<file path="src/rtl/settings_batch_handler_if.sv">
// Control, buffer-read and settings bus of settings_batch_handler.
// SETTINGS_WRITEBACK_EN adds the buffer write-back port.
interface settings_batch_handler_if #(
  parameter int unsigned ADDR_W = 11,
  parameter int unsigned DATA_W = 32,
  parameter int unsigned IDX_W  = 3
);
  logic              i_start;
  logic              i_clear_err;
  logic              o_busy;
  logic              o_done;
  logic              o_error;
  logic [2:0]        o_err_code;
  logic [IDX_W-1:0]  o_err_index;
  logic              o_buf_rd_en;
  logic [ADDR_W-1:0] o_buf_rd_addr;
  logic [DATA_W-1:0] i_buf_rd_data;
  logic              o_settings_wr_en;
  logic [DATA_W-1:0] o_settings_max_row;
  logic [DATA_W-1:0] o_settings_max_col;
  logic [DATA_W-1:0] o_settings_data_min;
  logic [DATA_W-1:0] o_settings_data_max;
  logic [DATA_W-1:0] o_settings_countdown;
`ifdef SETTINGS_WRITEBACK_EN
  logic              o_buf_wr_en;
  logic [ADDR_W-1:0] o_buf_wr_addr;
  logic [DATA_W-1:0] o_buf_wr_data;

  modport master (
    input  i_start, i_clear_err, i_buf_rd_data,
    output o_busy, o_done, o_error, o_err_code, o_err_index,
           o_buf_rd_en, o_buf_rd_addr, o_settings_wr_en,
           o_settings_max_row, o_settings_max_col, o_settings_data_min,
           o_settings_data_max, o_settings_countdown,
           o_buf_wr_en, o_buf_wr_addr, o_buf_wr_data
  );
  modport slave (
    output i_start, i_clear_err, i_buf_rd_data,
    input  o_busy, o_done, o_error, o_err_code, o_err_index,
           o_buf_rd_en, o_buf_rd_addr, o_settings_wr_en,
           o_settings_max_row, o_settings_max_col, o_settings_data_min,
           o_settings_data_max, o_settings_countdown,
           o_buf_wr_en, o_buf_wr_addr, o_buf_wr_data
  );
`else
  modport master (
    input  i_start, i_clear_err, i_buf_rd_data,
    output o_busy, o_done, o_error, o_err_code, o_err_index,
           o_buf_rd_en, o_buf_rd_addr, o_settings_wr_en,
           o_settings_max_row, o_settings_max_col, o_settings_data_min,
           o_settings_data_max, o_settings_countdown
  );
  modport slave (
    output i_start, i_clear_err, i_buf_rd_data,
    input  o_busy, o_done, o_error, o_err_code, o_err_index,
           o_buf_rd_en, o_buf_rd_addr, o_settings_wr_en,
           o_settings_max_row, o_settings_max_col, o_settings_data_min,
           o_settings_data_max, o_settings_countdown
  );
`endif
endinterface

</file>
<file path="src/rtl/settings_batch_handler.sv">
// Reads a batch of cmd/data pairs, validates into shadows, commits atomically.
// Optional SETTINGS_WRITEBACK_EN writes committed settings back to the buffer.
module settings_batch_handler #(
  parameter int unsigned ADDR_W     = 11,
  parameter int unsigned DATA_W     = 32,
  parameter int unsigned BASE_ADDR  = 0,
  parameter int unsigned MAX_CMDS   = 8,
  parameter int unsigned RD_LATENCY = 1,
  parameter int unsigned DIM_MAX    = 32,
  parameter int unsigned DATA_LIMIT = 65535,
  parameter int unsigned CD_MIN     = 5,
  parameter int unsigned CD_MAX     = 15,
  parameter int unsigned WB_BASE    = 64
) (
  input logic                     clk,
  input logic                     rst,
  settings_batch_handler_if.master bus
);
  localparam int unsigned IDX_W = (MAX_CMDS > 1) ? $clog2(MAX_CMDS) : 1;
  localparam int unsigned CNT_W = $clog2(MAX_CMDS + 1);

  localparam logic [DATA_W-1:0] LIM_HI = DATA_W'(DATA_LIMIT);
  localparam logic [DATA_W-1:0] LIM_LO = ~LIM_HI;

  localparam logic [3:0] S_IDLE      = 4'd0;
  localparam logic [3:0] S_RD_CNT    = 4'd1;
  localparam logic [3:0] S_RD_CMD    = 4'd2;
  localparam logic [3:0] S_RD_DATA   = 4'd3;
  localparam logic [3:0] S_CHECK     = 4'd4;
  localparam logic [3:0] S_XCHK      = 4'd5;
  localparam logic [3:0] S_COMMIT    = 4'd6;
`ifdef SETTINGS_WRITEBACK_EN
  localparam logic [3:0] S_WRITEBACK = 4'd7;
`endif
  localparam logic [3:0] S_DONE      = 4'd8;
  localparam logic [3:0] S_ERR       = 4'd9;

  // Reject configurations the read/write-back sequencing cannot honour
  if (RD_LATENCY > 1 || (WB_BASE + 5) > (32'd1 << ADDR_W)) begin : g_bad_cfg
    $error("settings_batch_handler: unsupported RD_LATENCY or WB_BASE");
  end

  logic [3:0]        r_state, w_state;
  logic              r_wait, w_wait;
  logic              r_busy, w_busy;
  logic              r_done, w_done;
  logic              r_error, w_error;
  logic [2:0]        r_err_code, w_err_code;
  logic [IDX_W-1:0]  r_err_index, w_err_index;
  logic              r_rd_en, w_rd_en;
  logic [ADDR_W-1:0] r_rd_addr, w_rd_addr;
  logic              r_set_wr, w_set_wr;
  logic [CNT_W-1:0]  r_num, w_num;
  logic [IDX_W-1:0]  r_idx, w_idx;
  logic [2:0]        r_cmd, w_cmd;
  logic [DATA_W-1:0] r_data, w_data;
  logic [DATA_W-1:0] r_set_row, r_set_col, r_set_min, r_set_max, r_set_cd;
  logic [DATA_W-1:0] w_set_row, w_set_col, w_set_min, w_set_max, w_set_cd;
  logic [DATA_W-1:0] r_sh_row, r_sh_col, r_sh_min, r_sh_max, r_sh_cd;
  logic [DATA_W-1:0] w_sh_row, w_sh_col, w_sh_min, w_sh_max, w_sh_cd;
`ifdef SETTINGS_WRITEBACK_EN
  logic [2:0]        r_wb_cnt, w_wb_cnt;
  logic              r_wr_en, w_wr_en;
  logic [ADDR_W-1:0] r_wr_addr, w_wr_addr;
  logic [DATA_W-1:0] r_wr_data, w_wr_data;
`endif

  logic w_sample, w_dim_ok, w_lim_ok, w_cd_ok, w_last;

  // Read data is valid RD_LATENCY cycles after the strobe cycle
  assign w_sample = (r_wait == 1'(RD_LATENCY));
  assign w_dim_ok = (r_data >= DATA_W'(1)) && (r_data <= DATA_W'(DIM_MAX));
  assign w_lim_ok = ($signed(r_data) >= $signed(LIM_LO)) && ($signed(r_data) <= $signed(LIM_HI));
  assign w_cd_ok  = (r_data >= DATA_W'(CD_MIN)) && (r_data <= DATA_W'(CD_MAX));
  assign w_last   = ((CNT_W'(r_idx) + CNT_W'(1)) == r_num);

  always_comb begin
    w_state     = r_state;
    w_wait      = r_wait + 1'b1;
    w_busy      = r_busy;
    w_done      = 1'b0;
    w_error     = r_error;
    w_err_code  = r_err_code;
    w_err_index = r_err_index;
    w_rd_en     = 1'b0;
    w_rd_addr   = r_rd_addr;
    w_set_wr    = 1'b0;
    w_num       = r_num;
    w_idx       = r_idx;
    w_cmd       = r_cmd;
    w_data      = r_data;
    w_set_row   = r_set_row;
    w_set_col   = r_set_col;
    w_set_min   = r_set_min;
    w_set_max   = r_set_max;
    w_set_cd    = r_set_cd;
    w_sh_row    = r_sh_row;
    w_sh_col    = r_sh_col;
    w_sh_min    = r_sh_min;
    w_sh_max    = r_sh_max;
    w_sh_cd     = r_sh_cd;
`ifdef SETTINGS_WRITEBACK_EN
    w_wb_cnt    = r_wb_cnt;
    w_wr_en     = 1'b0;
    w_wr_addr   = r_wr_addr;
    w_wr_data   = r_wr_data;
`endif

    case (r_state)
      S_IDLE: begin
        if (bus.i_start && !r_error) begin
          w_state   = S_RD_CNT;
          w_busy    = 1'b1;
          w_rd_en   = 1'b1;
          w_rd_addr = ADDR_W'(BASE_ADDR);
          w_wait    = 1'b0;
          w_sh_row  = r_set_row;
          w_sh_col  = r_set_col;
          w_sh_min  = r_set_min;
          w_sh_max  = r_set_max;
          w_sh_cd   = r_set_cd;
        end
      end
      S_RD_CNT: begin
        if (w_sample) begin
          if (bus.i_buf_rd_data == '0 || bus.i_buf_rd_data > DATA_W'(MAX_CMDS)) begin
            w_state     = S_ERR;
            w_error     = 1'b1;
            w_busy      = 1'b0;
            w_err_code  = 3'd1;
            w_err_index = '0;
          end else begin
            w_num     = CNT_W'(bus.i_buf_rd_data);
            w_idx     = '0;
            w_state   = S_RD_CMD;
            w_rd_en   = 1'b1;
            w_rd_addr = r_rd_addr + ADDR_W'(1);
            w_wait    = 1'b0;
          end
        end
      end
      S_RD_CMD: begin
        if (w_sample) begin
          // Unknown commands collapse to 0 so only 3 bits are held
          w_cmd     = (bus.i_buf_rd_data >= DATA_W'(1) && bus.i_buf_rd_data <= DATA_W'(5))
                      ? 3'(bus.i_buf_rd_data) : 3'd0;
          w_state   = S_RD_DATA;
          w_rd_en   = 1'b1;
          w_rd_addr = r_rd_addr + ADDR_W'(1);
          w_wait    = 1'b0;
        end
      end
      S_RD_DATA: begin
        if (w_sample) begin
          w_data  = bus.i_buf_rd_data;
          w_state = S_CHECK;
        end
      end
      S_CHECK: begin
        w_state = w_last ? S_XCHK : S_RD_CMD;
        case (r_cmd)
          3'd1: if (w_dim_ok) w_sh_row = r_data; else w_err_code = 3'd3;
          3'd2: if (w_dim_ok) w_sh_col = r_data; else w_err_code = 3'd3;
          3'd3: if (w_lim_ok) w_sh_min = r_data; else w_err_code = 3'd3;
          3'd4: if (w_lim_ok) w_sh_max = r_data; else w_err_code = 3'd3;
          3'd5: if (w_cd_ok)  w_sh_cd  = r_data; else w_err_code = 3'd3;
          default: w_err_code = 3'd2;
        endcase
        if (w_err_code != 3'd0) begin
          w_state     = S_ERR;
          w_error     = 1'b1;
          w_busy      = 1'b0;
          w_err_index = r_idx;
        end else if (!w_last) begin
          w_idx     = r_idx + IDX_W'(1);
          w_rd_en   = 1'b1;
          w_rd_addr = r_rd_addr + ADDR_W'(1);
          w_wait    = 1'b0;
        end
      end
      S_XCHK: begin
        if ($signed(r_sh_min) > $signed(r_sh_max)) begin
          w_state     = S_ERR;
          w_error     = 1'b1;
          w_busy      = 1'b0;
          w_err_code  = 3'd4;
          w_err_index = '0;
        end else begin
          w_state   = S_COMMIT;
          w_set_wr  = 1'b1;
          w_set_row = r_sh_row;
          w_set_col = r_sh_col;
          w_set_min = r_sh_min;
          w_set_max = r_sh_max;
          w_set_cd  = r_sh_cd;
        end
      end
      S_COMMIT: begin
`ifdef SETTINGS_WRITEBACK_EN
        w_state   = S_WRITEBACK;
        w_wr_en   = 1'b1;
        w_wr_addr = ADDR_W'(WB_BASE);
        w_wr_data = r_set_row;
        w_wb_cnt  = 3'd1;
`else
        w_state = S_DONE;
        w_done  = 1'b1;
        w_busy  = 1'b0;
`endif
      end
`ifdef SETTINGS_WRITEBACK_EN
      S_WRITEBACK: begin
        // r_wb_cnt counts words already presented on the write port
        if (r_wb_cnt == 3'd5) begin
          w_state = S_DONE;
          w_done  = 1'b1;
          w_busy  = 1'b0;
        end else begin
          w_wr_en   = 1'b1;
          w_wr_addr = ADDR_W'(WB_BASE) + ADDR_W'(r_wb_cnt);
          w_wb_cnt  = r_wb_cnt + 3'd1;
          case (r_wb_cnt)
            3'd1:    w_wr_data = r_set_col;
            3'd2:    w_wr_data = r_set_min;
            3'd3:    w_wr_data = r_set_max;
            default: w_wr_data = r_set_cd;
          endcase
        end
      end
`endif
      S_DONE: w_state = S_IDLE;
      S_ERR: begin
        if (bus.i_clear_err) begin
          w_state     = S_IDLE;
          w_error     = 1'b0;
          w_err_code  = 3'd0;
          w_err_index = '0;
        end
      end
      default: w_state = S_IDLE;
    endcase
  end

  always_ff @(posedge clk or posedge rst) begin
    if (rst) begin
      r_state     <= S_IDLE;
      r_wait      <= 1'b0;
      r_busy      <= 1'b0;
      r_done      <= 1'b0;
      r_error     <= 1'b0;
      r_err_code  <= 3'd0;
      r_err_index <= '0;
      r_rd_en     <= 1'b0;
      r_rd_addr   <= ADDR_W'(BASE_ADDR);
      r_set_wr    <= 1'b0;
      r_num       <= '0;
      r_idx       <= '0;
      r_cmd       <= 3'd0;
      r_data      <= '0;
      r_set_row   <= DATA_W'(DIM_MAX);
      r_set_col   <= DATA_W'(DIM_MAX);
      r_set_min   <= '0;
      r_set_max   <= DATA_W'(DATA_LIMIT);
      r_set_cd    <= DATA_W'(CD_MAX);
      r_sh_row    <= DATA_W'(DIM_MAX);
      r_sh_col    <= DATA_W'(DIM_MAX);
      r_sh_min    <= '0;
      r_sh_max    <= DATA_W'(DATA_LIMIT);
      r_sh_cd     <= DATA_W'(CD_MAX);
`ifdef SETTINGS_WRITEBACK_EN
      r_wb_cnt    <= 3'd0;
      r_wr_en     <= 1'b0;
      r_wr_addr   <= ADDR_W'(WB_BASE);
      r_wr_data   <= '0;
`endif
    end else begin
      r_state     <= w_state;
      r_wait      <= w_wait;
      r_busy      <= w_busy;
      r_done      <= w_done;
      r_error     <= w_error;
      r_err_code  <= w_err_code;
      r_err_index <= w_err_index;
      r_rd_en     <= w_rd_en;
      r_rd_addr   <= w_rd_addr;
      r_set_wr    <= w_set_wr;
      r_num       <= w_num;
      r_idx       <= w_idx;
      r_cmd       <= w_cmd;
      r_data      <= w_data;
      r_set_row   <= w_set_row;
      r_set_col   <= w_set_col;
      r_set_min   <= w_set_min;
      r_set_max   <= w_set_max;
      r_set_cd    <= w_set_cd;
      r_sh_row    <= w_sh_row;
      r_sh_col    <= w_sh_col;
      r_sh_min    <= w_sh_min;
      r_sh_max    <= w_sh_max;
      r_sh_cd     <= w_sh_cd;
`ifdef SETTINGS_WRITEBACK_EN
      r_wb_cnt    <= w_wb_cnt;
      r_wr_en     <= w_wr_en;
      r_wr_addr   <= w_wr_addr;
      r_wr_data   <= w_wr_data;
`endif
    end
  end

  assign bus.o_busy               = r_busy;
  assign bus.o_done               = r_done;
  assign bus.o_error              = r_error;
  assign bus.o_err_code           = r_err_code;
  assign bus.o_err_index          = r_err_index;
  assign bus.o_buf_rd_en          = r_rd_en;
  assign bus.o_buf_rd_addr        = r_rd_addr;
  assign bus.o_settings_wr_en     = r_set_wr;
  assign bus.o_settings_max_row   = r_set_row;
  assign bus.o_settings_max_col   = r_set_col;
  assign bus.o_settings_data_min  = r_set_min;
  assign bus.o_settings_data_max  = r_set_max;
  assign bus.o_settings_countdown = r_set_cd;
`ifdef SETTINGS_WRITEBACK_EN
  assign bus.o_buf_wr_en          = r_wr_en;
  assign bus.o_buf_wr_addr        = r_wr_addr;
  assign bus.o_buf_wr_data        = r_wr_data;
`endif
endmodule
</file>
<file path="src/flat_wrapper.sv">
// flat-port wrapper written by rule: the top's interface ports become plain ports
module settings_batch_handler_flat 
#(
  parameter int unsigned ADDR_W     = 11,
  parameter int unsigned DATA_W     = 32,
  parameter int unsigned BASE_ADDR  = 0,
  parameter int unsigned MAX_CMDS   = 8,
  parameter int unsigned RD_LATENCY = 1,
  parameter int unsigned DIM_MAX    = 32,
  parameter int unsigned DATA_LIMIT = 65535,
  parameter int unsigned CD_MIN     = 5,
  parameter int unsigned CD_MAX     = 15,
  parameter int unsigned WB_BASE    = 64
)
  (clk, rst, bus_i_start, bus_i_clear_err, bus_i_buf_rd_data, bus_o_busy, bus_o_done, bus_o_error, bus_o_err_code, bus_o_err_index, bus_o_buf_rd_en, bus_o_buf_rd_addr, bus_o_settings_wr_en, bus_o_settings_max_row, bus_o_settings_max_col, bus_o_settings_data_min, bus_o_settings_data_max, bus_o_settings_countdown);
  settings_batch_handler_if #(.ADDR_W(ADDR_W), .DATA_W(DATA_W)) bus_i ();
  input logic clk;
  input logic rst;
  input wire logic [$bits(bus_i.i_start)-1:0] bus_i_start;
  input wire logic [$bits(bus_i.i_clear_err)-1:0] bus_i_clear_err;
  input wire logic [$bits(bus_i.i_buf_rd_data)-1:0] bus_i_buf_rd_data;
  output wire logic [$bits(bus_i.o_busy)-1:0] bus_o_busy;
  output wire logic [$bits(bus_i.o_done)-1:0] bus_o_done;
  output wire logic [$bits(bus_i.o_error)-1:0] bus_o_error;
  output wire logic [$bits(bus_i.o_err_code)-1:0] bus_o_err_code;
  output wire logic [$bits(bus_i.o_err_index)-1:0] bus_o_err_index;
  output wire logic [$bits(bus_i.o_buf_rd_en)-1:0] bus_o_buf_rd_en;
  output wire logic [$bits(bus_i.o_buf_rd_addr)-1:0] bus_o_buf_rd_addr;
  output wire logic [$bits(bus_i.o_settings_wr_en)-1:0] bus_o_settings_wr_en;
  output wire logic [$bits(bus_i.o_settings_max_row)-1:0] bus_o_settings_max_row;
  output wire logic [$bits(bus_i.o_settings_max_col)-1:0] bus_o_settings_max_col;
  output wire logic [$bits(bus_i.o_settings_data_min)-1:0] bus_o_settings_data_min;
  output wire logic [$bits(bus_i.o_settings_data_max)-1:0] bus_o_settings_data_max;
  output wire logic [$bits(bus_i.o_settings_countdown)-1:0] bus_o_settings_countdown;
  assign bus_i.i_start = bus_i_start;
  assign bus_i.i_clear_err = bus_i_clear_err;
  assign bus_i.i_buf_rd_data = bus_i_buf_rd_data;
  assign bus_o_busy = bus_i.o_busy;
  assign bus_o_done = bus_i.o_done;
  assign bus_o_error = bus_i.o_error;
  assign bus_o_err_code = bus_i.o_err_code;
  assign bus_o_err_index = bus_i.o_err_index;
  assign bus_o_buf_rd_en = bus_i.o_buf_rd_en;
  assign bus_o_buf_rd_addr = bus_i.o_buf_rd_addr;
  assign bus_o_settings_wr_en = bus_i.o_settings_wr_en;
  assign bus_o_settings_max_row = bus_i.o_settings_max_row;
  assign bus_o_settings_max_col = bus_i.o_settings_max_col;
  assign bus_o_settings_data_min = bus_i.o_settings_data_min;
  assign bus_o_settings_data_max = bus_i.o_settings_data_max;
  assign bus_o_settings_countdown = bus_i.o_settings_countdown;
  settings_batch_handler #(.ADDR_W(ADDR_W), .DATA_W(DATA_W), .BASE_ADDR(BASE_ADDR), .MAX_CMDS(MAX_CMDS), .RD_LATENCY(RD_LATENCY), .DIM_MAX(DIM_MAX), .DATA_LIMIT(DATA_LIMIT), .CD_MIN(CD_MIN), .CD_MAX(CD_MAX), .WB_BASE(WB_BASE)) u_core (.clk(clk), .rst(rst), .bus(bus_i));
endmodule
</file>
<file path="config.mk">
export PLATFORM = sky130hd
export DESIGN_NAME = settings_batch_handler_flat
export DESIGN_NICKNAME = d
export VERILOG_FILES = /design/src/rtl/settings_batch_handler_if.sv /design/src/rtl/settings_batch_handler.sv /design/src/flat_wrapper.sv
export SDC_FILE = /design/constraint.sdc
export NUM_CORES = 1
export LEC_CHECK = 0
export CAP_MARGIN = 40
export CORE_UTILIZATION = 50
export DETAILED_ROUTE_END_ITERATION = 16
export GPL_ROUTABILITY_DRIVEN = 0
export PLACE_DENSITY = 0.74
export SYNTH_ARGS = -nofsm -noshare
export SYNTH_HDL_FRONTEND = slang
export SYNTH_SLANG_ARGS = --single-unit
</file>
<file path="constraint.sdc">
create_clock -name clk -period 12.45 [get_ports clk]
set_input_delay 1.245 -clock clk [delete_from_list [all_inputs] [get_ports clk]]
set_output_delay 1.245 -clock clk [all_outputs]
set_load 0.05 [all_outputs]
</file>
# After elaboration in Yosys (flattened, before gate mapping)
# Index checks and enable logic that the tools add are counted.
# totals
n_memories	0
output_inout_bits	182
mem_bits_rw	0
mem_bits_ro	0
reg_bits	389
inputBits	36
latch_bits	0
# classes
n_reduce_logical	32
add_sub_neg	4
multipliers	0
n_bitwise	2
n_eq_ne	32
shift	0
n_lt_le_gt_ge	10
div_mod_pow	0
mux	85
# op_table
cell	n
32-bit two-way mux	13
32-bit one-hot mux with 2 select lines	5
11-bit two-way mux	6
32-bit by 1-bit greater-or-equal comparator with 1-bit output, second input constant	2
3-bit two-way mux	18
11-bit one-hot mux with 4 select lines	1
32-bit by 17-bit greater-or-equal comparator with 1-bit output, second input constant	1
32-bit by 3-bit greater-or-equal comparator with 1-bit output, second input constant	1
32-bit > comparator	1
32-bit by 4-bit > comparator with 1-bit output, second input constant	1
32-bit by 17-bit <= comparator with 1-bit output, second input constant	1
32-bit by 3-bit <= comparator with 1-bit output, second input constant	1
32-bit by 4-bit <= comparator with 1-bit output, second input constant	1
32-bit by 6-bit <= comparator with 1-bit output, second input constant	1
32-bit logical NOT	1
4-bit two-way mux	8
4-bit one-hot mux with 8 select lines	1
1-bit two-way mux	25
3-bit one-hot mux with 4 select lines	2
2-bit by 1-bit inequality test with 1-bit output, second input constant	10
4-bit AND reduction	5
2-bit inequality test, second input constant	9
5-bit AND reduction	3
4-bit by 3-bit equality test with 1-bit output, second input constant	3
29 further kinds	45

# Longest topological paths before layout
# Gate-level depths: netlist (run 1).
# logic_depth
ltp_word	8
depth_mapped	12

# Worst setup path before layout (run 1)
# No wires, ideal clock.
# synth_path
path_kind	input port to flip-flop
start	in bus_i_buf_rd_data[7]
end	reg u_core.r_rd_addr[7], in the netlist u_core.bus.o_buf_rd_addr[7]
setup_slack_ns	9.316
path_stages	10
required_time_ns	12.371
arrival_time_ns	3.055
path_cell_list	nor4_1 > nand4_1 > nor3_1 > o21ai_0 > nor2_1 > and4bb_1 > nor2_2 > buf_2 > nor3_2 > mux2i_1
# synth_between
elab_chain_cells	4
elab_cells_between_ends	5
classes_between	1 x order compare; 1 x eq/ne; 3 x reduce/logical
# synth_lines
item	line	text
start, declared	flat_wrapper.sv:21	input wire logic [$bits(bus_i.i_buf_rd_data)-1:0] bus_i_buf_rd_data;
32-bit by 4-bit > comparator with 1-bit output or 32-bit logical NOT (tied branches)	settings_batch_handler.sv:126	if (bus.i_buf_rd_data == '0 || bus.i_buf_rd_data > DATA_W'(MAX_CMDS)) begin
1-bit logical OR (*)	settings_batch_handler.sv:126	
2-bit inequality test (no line) (*)	--	
7-bit AND reduction (no line) (*)	--	
end signal, assigned	settings_batch_handler.sv:254	r_rd_addr <= ADDR_W'(BASE_ADDR);
end signal, assigned	settings_batch_handler.sv:285	r_rd_addr <= w_rd_addr;
end, declared	settings_batch_handler.sv:51	logic [ADDR_W-1:0] r_rd_addr, w_rd_addr;
# Every way passes the cells marked *; elsewhere a longest branch is shown, timed or not.
# A chain may end at the register's enable or synchronous reset.

# Worst setup path in the final report (run 1)
# layout_path
start	in bus_i_buf_rd_data[26]
end	reg u_core.r_rd_addr[6], in the netlist u_core.bus.o_buf_rd_addr[6]
# The elaborated chain is that of the path after synthesis.

==> flow_summary.yaml, run 1 <==
yosys:
  synthXorXnorAreaFrac_pct: 0.516
  synth.largest_area_cell: "dfrtp_1"
  synthDominantCellAreaShare_pct: 50.8
  syn_nets: 1662
  synth.most_common_cell: "dfrtp_1"
  syn_area_per_cell_um2: 10.7
  synthAdderAreaFrac_pct: 2.50
  synth-compound-area-share_pct: 14.1
  synth_top_family_by_area: "compound AO/OA/AOI/OAI gates"
  yosysWarnings: 0
  netlist_top_cells_count: "dfrtp_1 (345), a21oi_1 (256), nand2_1 (170)"
  synthCells: 1592
  synth_edf_count: 0
  ys_seq_elements: 389
  yosys.area_share.simple_pct: 11.0
  async_flop_share_pct: 100
  synth_area_mm2: 0.0170
  synthTopCellsByArea: "dfrtp_1 (51%), mux2_2 (11%), a21oi_1 (7.5%), dfstp_2 (6.8%), o21ai_0 (4.5%)"
  ys_types: 58
  synth-seq-area-share_pct: 57.6
  muxShareOfSynthArea_pct: 11.2
  ys.flop_type: "dfrtp_1"
timing:
  tightest_slew_ps: 914
  finalCriticalPeriod_ps: 3870
  slew_headroom_pct: 39.1
  fin_crit_sh_pct: 31.1
  worst_clock_skew_ps: 12.3
  fin_ws_ps: 8580
  clock.fmax_ghz: 0.258
  rsz0062_at_grt: "false"
  drv_slew: 0
  fin_tns_setup_ps: 0
  setup_viol: 0
  report.final.hold_viol_count: 0
clocking:
  cts_tree: "done"
  cts-resized-gates: 0
  clock_latency_ps: 530
  clkTransAtPathRegs_ps: 60
  cts_sinks: 389
  htreeDepth: 2
  clock-root-buffer: "clkbuf_16"
  cts_buffer_depth: 3
  cts_inserted_buffers: 42
  post-cts-setup-buffers: 0
  ctsHoldBuffers: 0
critical_path:
  cp.required_ps: 12900
  critical-path-max-stage-delay_ps: 600
  slowest_stage: "nor4_1"
  critPathKind: "in -> reg"
  cp-end-kind: "flip-flop"
  cp.arrival_ps: 4320
  cp_cell_sequence: "clkdlybuf4s50_1, nor4_1, nand3_1, nor3_1, o21ai_0, nor2_1, and4bb_1, nor2_2, or4_1, a21oi_1"
  startpoint_type: "input pin"
  worstPathMaxFanout: 15
floorplan:
  die_y_um: 186
  boundaryPins: 218
  design.die.area_mm2: 0.0347
  core-area_mm2: 0.0334
  start_util_pct: 50.8
  fp-row-count: 67
  die_x_um: 186
routing:
  via_per_inst: 5.66
  drc: 0
  finalWirelength_mm: 43.9
  avgRoutedWirePerCell_um: 19.4
  num_vias: 12800
  ant_nets: 0
  drt_iter0_drc: 874
  dr.pass1.iters: 6
placed_design:
  port_buffers: 217
  dp_hpwl_mm: 29.8
  placed_area_mm2: 0.0197
  dpl_worst_slack_ps: 8140
finish:
  drive_gt1_share_pct: 17.1
  diodes: 0
  fin_nets: 1850
  multi_input_area_mm2: 0.00675
  final_area_mm2: 0.0211
  register_area_mm2: 0.00979
  area_growth_pct: 24.0
  fillers: 2626
pwr:
  power_density_mw_per_mm2: 163
  ir_drop_mv: 0.0974
  leakage_nw: 9.32
global_routing:
  antenna_found_initial: 0
  grt_pass1_wl_mm: 70.7
  grtUsageTotal_pct: 25.6
  grt_remaining_overflow: 0
  grt_pass1_vias: 12600
  grt_start_max_net_pins: 175
hold_path:
  hold_class: "reg -> reg"
job:
  cap_violations: 0
run_status:
  status: "finished, final reports clean"
## per-layer routing
metal / share of wire (%) / up-vias / global-route usage (%)
met5: 0 / - / 0
li1: - / 5987 / -
met2: 49 / 394 / 42.3
met1: 43 / 6321 / 34.7
met4: 3.4 / 0 / 9.44
met3: 4.6 / 86 / 3.27
## final timing paths
path / from / to / slack [ps] / cells after the start
max: bus_i_buf_rd_data[26] / u_core.bus.o_buf_rd_addr[6] / 8580 / 10
min: u_core.r_sh_col[5] / u_core.r_sh_col[5] / 480 / 2
max reg2reg: u_core.r_sh_max[7] / u_core.bus.o_settings_max_row[21] / 9070 / 11
min reg2reg: u_core.r_sh_col[5] / u_core.r_sh_col[5] / 480 / 2
max in group asynchronous: rst / u_core.r_sh_row[23] / 10130 / 3
min in group asynchronous: rst / u_core.bus.o_settings_data_min[3] / 1110 / 2
## state kept, by name (all words and copies together) (netlist names), 3 cells and up
signal                           cells
u_core.bus.o_buf_rd_addr            11
u_core.r_sh_row                     32
u_core.r_sh_col                     32
u_core.r_sh_max                     32
u_core.r_sh_cd                      32
u_core.bus.o_err_code                3
u_core.bus.o_settings_data_min      32
u_core.r_cmd                         3
u_core.r_state                       4
u_core.r_data                       32
u_core.bus.o_err_index               3
u_core.r_idx                         3
u_core.r_num                         4
u_core.r_sh_min                     32
u_core.bus.o_settings_max_row       32
u_core.bus.o_settings_data_max      32
u_core.bus.o_settings_max_col       32
u_core.bus.o_settings_countdown     32
## worst max-delay path, delay by kind of cell
kind,cells,cell delay (ps)
AOI/OAI and AO/OA,2,370
and+or+nand+nor,7,2260
buffers and inverters,1,430
## layout by cell type, fill, tap and decap left out, types with 6 or more instances in the layout
cell	n
clkbuf_1	13
clkdlybuf4s50_1	217
o21ai_0	154
nor3_1	13
ha_1	34
nand4_1	16
a22o_1	6
xor2_1	6
nor2_1	93
nand3_1	15
dfstp_2	44
and3_1	35
or4_1	6
nand2b_1	6
a21oi_1	253
mux2_2	165
dfrtp_1	345
nor4_1	18
inv_1	42
clkbuf_8	9
buf_4	13
nand2_1	169
clkbuf_16	43
## stage by stage
step	power (mW)	utilization (%)	std cells	hold WS (ps)
after floorplan	2.03	-	1592	446
after global placement	2.18	58.5	2178	457
after detailed placement	2.22	58.9	2184	467
after CTS	3.45	63.0	2258	480
after global routing	3.63	63.0	2258	503
final	3.43	63.0	2258	477
## kinds of logic after synthesis
kind of cell    count (synthesis)
compound gates                452
buf+inv                       136
flops                         389
mux                           170
fa+ha+maj                      34
xor+xnor                       10
simple gates                  401
## cell type report
type,instances,area share (%)
Sequential cell,389,46.5
Multi-Input combinational cell,1067,32.0
Timing Repair Buffer,237,11.6
Clock buffer,65,5.93
Tap cell,448,2.66
Inverter,43,0.802
Clock inverter,9,0.493
## power by group
group / internal, mW / switching (mW)
clock: 0.730 / 0.489
combinational: 0.245 / 0.379
sequential: 1.46 / 0.127
No activity file was read; power rests on OpenSTA's default activity.
==> run 2: changes to the inputs <==
clock period = 3.4 ns   (was 12.45 ns; I/O delays follow)
==> run 2 against run 1 <==
Worst hold slack worse by 270 ps. Setup slack worse by 8400 ps. Sequential cell count unchanged. Routed wire length up 0.84%. Via count up 0.89%.
==> flow_summary.yaml, run 2 (synthesized netlist as in run 1, its figures left out) <==
run_status:
  status: "finished, final reports clean"
global_routing:
  grt_remaining_overflow: 0
  grt_pass1_wl_mm: 72.0
  grt_pass1_vias: 12900
  grtUsageTotal_pct: 25.9
  grt_start_max_net_pins: 150
  antenna_found_initial: 0
finish:
  diodes: 0
  area_growth_pct: 25.9
  drive_gt1_share_pct: 18.3
  layout.cells.non_filler: 2282
  fin_util_pct: 63.9
  fin_nets: 1870
  layout_commonest_cell: "dfrtp_1"
  layout_common_cells: "dfrtp_1 (345), a21oi_1 (253), clkdlybuf4s50_1 (217)"
  multi_input_area_mm2: 0.00675
  fillers: 2633
  final_area_mm2: 0.0214
  register_area_mm2: 0.00979
routing:
  finalWirelength_mm: 44.3
  num_vias: 12900
  dr.pass1.iters: 5
  drt_iter0_drc: 992
  avgRoutedWirePerCell_um: 19.4
  via_per_inst: 5.65
  drc: 0
  ant_nets: 0
pwr:
  ir_drop_mv: 0.490
  power_density_mw_per_mm2: 604
  leakage_nw: 9.49
floorplan:
  die_y_um: 186
  core-area_mm2: 0.0334
  start_util_pct: 50.8
  die_x_um: 186
  fp-row-count: 67
  design.die.area_mm2: 0.0347
  boundaryPins: 218
timing:
  worst_clock_skew_ps: 28.4
  report.final.hold_viol_count: 0
  fin_tns_setup_ps: 0
  slew_headroom_pct: 48.2
  setup_viol: 0
  rsz0062_at_grt: "true"
  finalCriticalPeriod_ps: 3200
  tightest_slew_ps: 777
  fin_crit_sh_pct: 94.0
  drv_slew: 0
  clock.fmax_ghz: 0.313
critical_path:
  cp.required_ps: 3810
  cp.arrival_ps: 3600
  critPathKind: "reg -> reg"
  startpoint_type: "flip-flop"
  worstPathMaxFanout: 149
  cp-end-kind: "flip-flop"
clocking:
  cts_buffer_depth: 3
  clock_latency_ps: 540
  clkTransAtPathRegs_ps: 60
  clock-root-buffer: "clkbuf_16"
  ctsHoldBuffers: 0
  cts_inserted_buffers: 42
  htreeDepth: 2
  cts_tree: "done"
  cts_sinks: 389
placed_design:
  dp_cells: 2204
  placed_area_mm2: 0.0199
  dp_hpwl_mm: 30.4
  port_buffers: 217
job:
  cap_violations: 0
hold_path:
  hold_class: "in -> async"
## run 2: cell count changes in the layout (fill, tap and decap cells not counted), sizes merged
cell,change
buf,+20
inv,-2
clkbuf,+1
clkinv,+3
bufinv,+2
## run 2: repair_timing
item                       4_1_cts  5_1_grt
gates resized for setup          0        6
setup buffers                    0        0
setup endpoints to repair        0      106
hold endpoints to repair         0        0
## run 2: worst max-delay path, stage by stage, from the launching register on
cell       delay (ps)
dfstp_2           540
inv_1              50
ha_1              310
nand4_1           180
nor2_2            140
o2bb2ai_1         120
a311o_1           220
o311ai_1          130
buf_4             150
nor2_4            160
buf_16            480
mux2_2            420
## run 2: area by class of cell
type / count / area share, %
clock buffers: 66 / 5.95
clock inverters: 12 / 0.866
inverters: 43 / 0.772
multi-input cells: 1067 / 31.6
flip-flops and latches: 389 / 45.8
well taps: 448 / 2.62
repair buffers: 257 / 12.4
## run 2: routing by layer
metal  part of all wire, %  GRT usage [%]  vias to the layer above
met1                    41           33.5                     6398
li1                      -              -                     6033
met3                   5.8           4.91                       81
met5                     0              0                        -
met2                    50           43.6                      390
met4                   3.3           9.38                        0
## run 2: through the flow
stage | power (mW) | setup WS [ps] | hold slack, ps
2_1_floorplan | 7.44 | -2140 | 446
3_3_place_gp | 8.07 | 223 | 458
3_5_place_dp | 8.25 | 202 | 466
4_1_cts | 13.0 | 181 | 211
5_1_grt | 13.6 | -9.53 | 213
6_report | 12.9 | 204 | 205
## run 2: power breakdown
part | switching (mW) | internal, mW | total [mW] | leakage [nW]
combinational | 1.46 | 0.953 | 2.41 | 3.71
clock | 1.82 | 2.88 | 4.70 | 0.713
sequential | 0.445 | 5.35 | 5.79 | 5.07
total | 3.72 | 9.19 | 12.9 | 9.49
## run 2: path summary, 6_finish.rpt
check | slack [ps] | end | cells after the start | start
max | 200 | u_core.bus.o_settings_max_col[2] | 11 | u_core.r_sh_max[14]
min | 210 | u_core.r_sh_min[3] | 2 | rst
max reg2reg | 200 | u_core.bus.o_settings_max_col[2] | 11 | u_core.r_sh_max[14]
min reg2reg | 470 | u_core.r_sh_cd[30] | 2 | u_core.r_sh_cd[30]
max in group asynchronous | 2390 | u_core.r_sh_max[19] | 4 | rst
min in group clk | 460 | u_core.r_data[4] | 2 | bus_i_buf_rd_data[4]
==> run 3: changes to the inputs <==
CORE_MARGIN = 5   (was not set)
==> run 3 against run 2 <==
Clock skew shrank 18 ps. Via count shrank 0.87%. Sequential cell count unchanged. Critical path type unchanged. Highest routed layer unchanged. Largest power group unchanged. Combinational power down 3%. Total power decreased by 1.2%.
==> flow_summary.yaml, run 3 (synthesized netlist as in run 1, its figures left out) <==
run_status:
  status: "finished, final reports clean"
pwr:
  ir_drop_mv: 0.399
  leakage_nw: 9.40
  combinationalPowerShare_pct: 18.3
  p_int_mw: 9.05
  power_density_mw_per_mm2: 602
  clkPwrFrac_pct: 36.1
  seqPwrFrac_pct: 45.6
  switching_power_mw: 3.71
  switching_share_pct: 29.1
floorplan:
  start_util_pct: 50.7
  die_x_um: 194
  core-area_mm2: 0.0335
  design.die.area_mm2: 0.0378
  boundaryPins: 218
  die_y_um: 194
  fp-row-count: 67
critical_path:
  worstPathMaxFanout: 15
  regToRegEndpoint: "u_core.bus.o_buf_rd_addr[6]"
  cp_cell_sequence: "or4_4, nor4_4, nand3_2, o21a_1, a311o_1, and4bb_2, nor2_4, or4_1, a21oi_1"
  r2r-start: "u_core.r_data[6]"
  cp.required_ps: 3840
  r2r_slack_ps: 180
  startpoint_type: "flip-flop"
  critical-path-max-stage-delay_ps: 550
  cp.arrival_ps: 3660
  cp-end-kind: "flip-flop"
  reg2reg_depth: 9
  critPathKind: "reg -> reg"
  slowest_stage: "or4_4"
global_routing:
  grt_start_max_net_pins: 161
  grt_remaining_overflow: 0
  grt_pass1_wl_mm: 72.2
  grt_pass1_vias: 13000
  grtUsageTotal_pct: 23.4
  antenna_found_initial: 0
timing:
  fin_tns_setup_ps: 0
  rsz0062_at_grt: "false"
  setup_viol: 0
  fin_crit_sh_pct: 94.6
  clock.fmax_ghz: 0.311
  finalCriticalPeriod_ps: 3220
  tightest_slew_ps: 790
  report.final.hold_viol_count: 0
  worst_clock_skew_ps: 10.7
  slew_headroom_pct: 47.3
  drv_slew: 0
  fin_ws_ps: 183
clocking:
  ctsHoldBuffers: 0
  clock-root-buffer: "clkbuf_16"
  cts_buffer_depth: 3
  clkTransAtPathRegs_ps: 60
  cts_tree: "done"
  post-cts-setup-buffers: 0
  cts_inserted_buffers: 42
  htreeDepth: 2
  cts_sinks: 389
  clock_latency_ps: 530
  cts-resized-gates: 0
placed_design:
  dp_hpwl_mm: 30.7
  placed_area_mm2: 0.0198
  dpl_worst_slack_ps: 94.7
  port_buffers: 217
finish:
  area_growth_pct: 24.8
  layout_common_cells: "dfrtp_1 (345), a21oi_1 (253), clkdlybuf4s50_1 (217)"
  drive_gt1_share_pct: 17.9
  final_area_mm2: 0.0212
  layout_commonest_cell: "dfrtp_1"
  diodes: 0
  fin_nets: 1861
routing:
  ant_nets: 0
  drt_iter0_drc: 872
  dr.pass1.iters: 5
  finalWirelength_mm: 45.0
  via_per_inst: 5.63
  num_vias: 12800
  drc: 0
  avgRoutedWirePerCell_um: 19.8
hold_path:
  hold_class: "in -> async"
job:
  cap_violations: 0
run 3: critical path, delay by kind of cell, from the launching register on:
family | cells | cell delay [ps]
simple gates | 6 | 2020
flops | 1 | 400
compound gates | 3 | 710
run 3: layout make-up:
class	count	area, um2
Inverter	43	165
Sequential cell	389	9790
Clock inverter	16	169
Clock buffer	61	1250
Multi-Input combinational cell	1067	6750
Fill cell	2664	12300
Tap cell	448	561
Timing Repair Buffer	248	2510
run 3: through the flow:
stage | power (mW) | util, % | hold WS, ps | cells
finish | 12.8 | 63.2 | 193 | 2272
global route | 13.5 | 63.2 | 216 | 2272
global placement | 8.02 | 58.9 | 458 | 2195
floorplan | 7.44 | - | 446 | 1592
detailed placement | 8.18 | 58.9 | 467 | 2195
CTS | 12.8 | 63.2 | 184 | 2272
run 3: routing by layer:
layer,routed length (um),global-route usage [%],vias up,share of wire (%)
met5,0,0,-,0
met4,1250,6.98,0,2.8
met3,2620,4.35,79,5.8
met2,22400,40.2,383,50
met1,18700,30.5,6317,42
li1,-,-,6011,-
run 3: how the worst max path moves through the flow:
| stage | startpoint | slack [ps] | endpoint | cells after the start |
|---|---|---|---|---|
| 2_1_floorplan | rst | -2140 | u_core.bus.o_buf_rd_addr[0] | 1 |
| 3_3_place_gp | bus_i_buf_rd_data[26] | 160 | u_core.bus.o_buf_rd_addr[4] | 10 |
| 3_5_place_dp | bus_i_buf_rd_data[27] | 90 | u_core.bus.o_buf_rd_addr[6] | 10 |
| 4_1_cts | u_core.r_data[6] | 150 | u_core.bus.o_buf_rd_addr[6] | 9 |
| 5_1_grt | u_core.r_sh_max[7] | 20 | u_core.bus.o_error | 12 |
| 6_report | u_core.r_data[6] | 180 | u_core.bus.o_buf_rd_addr[6] | 9 |
run 3: power by group through the flow:
stage                     Sequential [mW]  Combinational [mW]  Clock [mW]
after detailed placement             5.88                2.30           0
after global placement               5.83                2.18           0
after floorplan                      5.78                1.66           0
after CTS                            5.80                2.33        4.71
final                                5.82                2.33        4.61
after global routing                 5.89                2.69        4.90
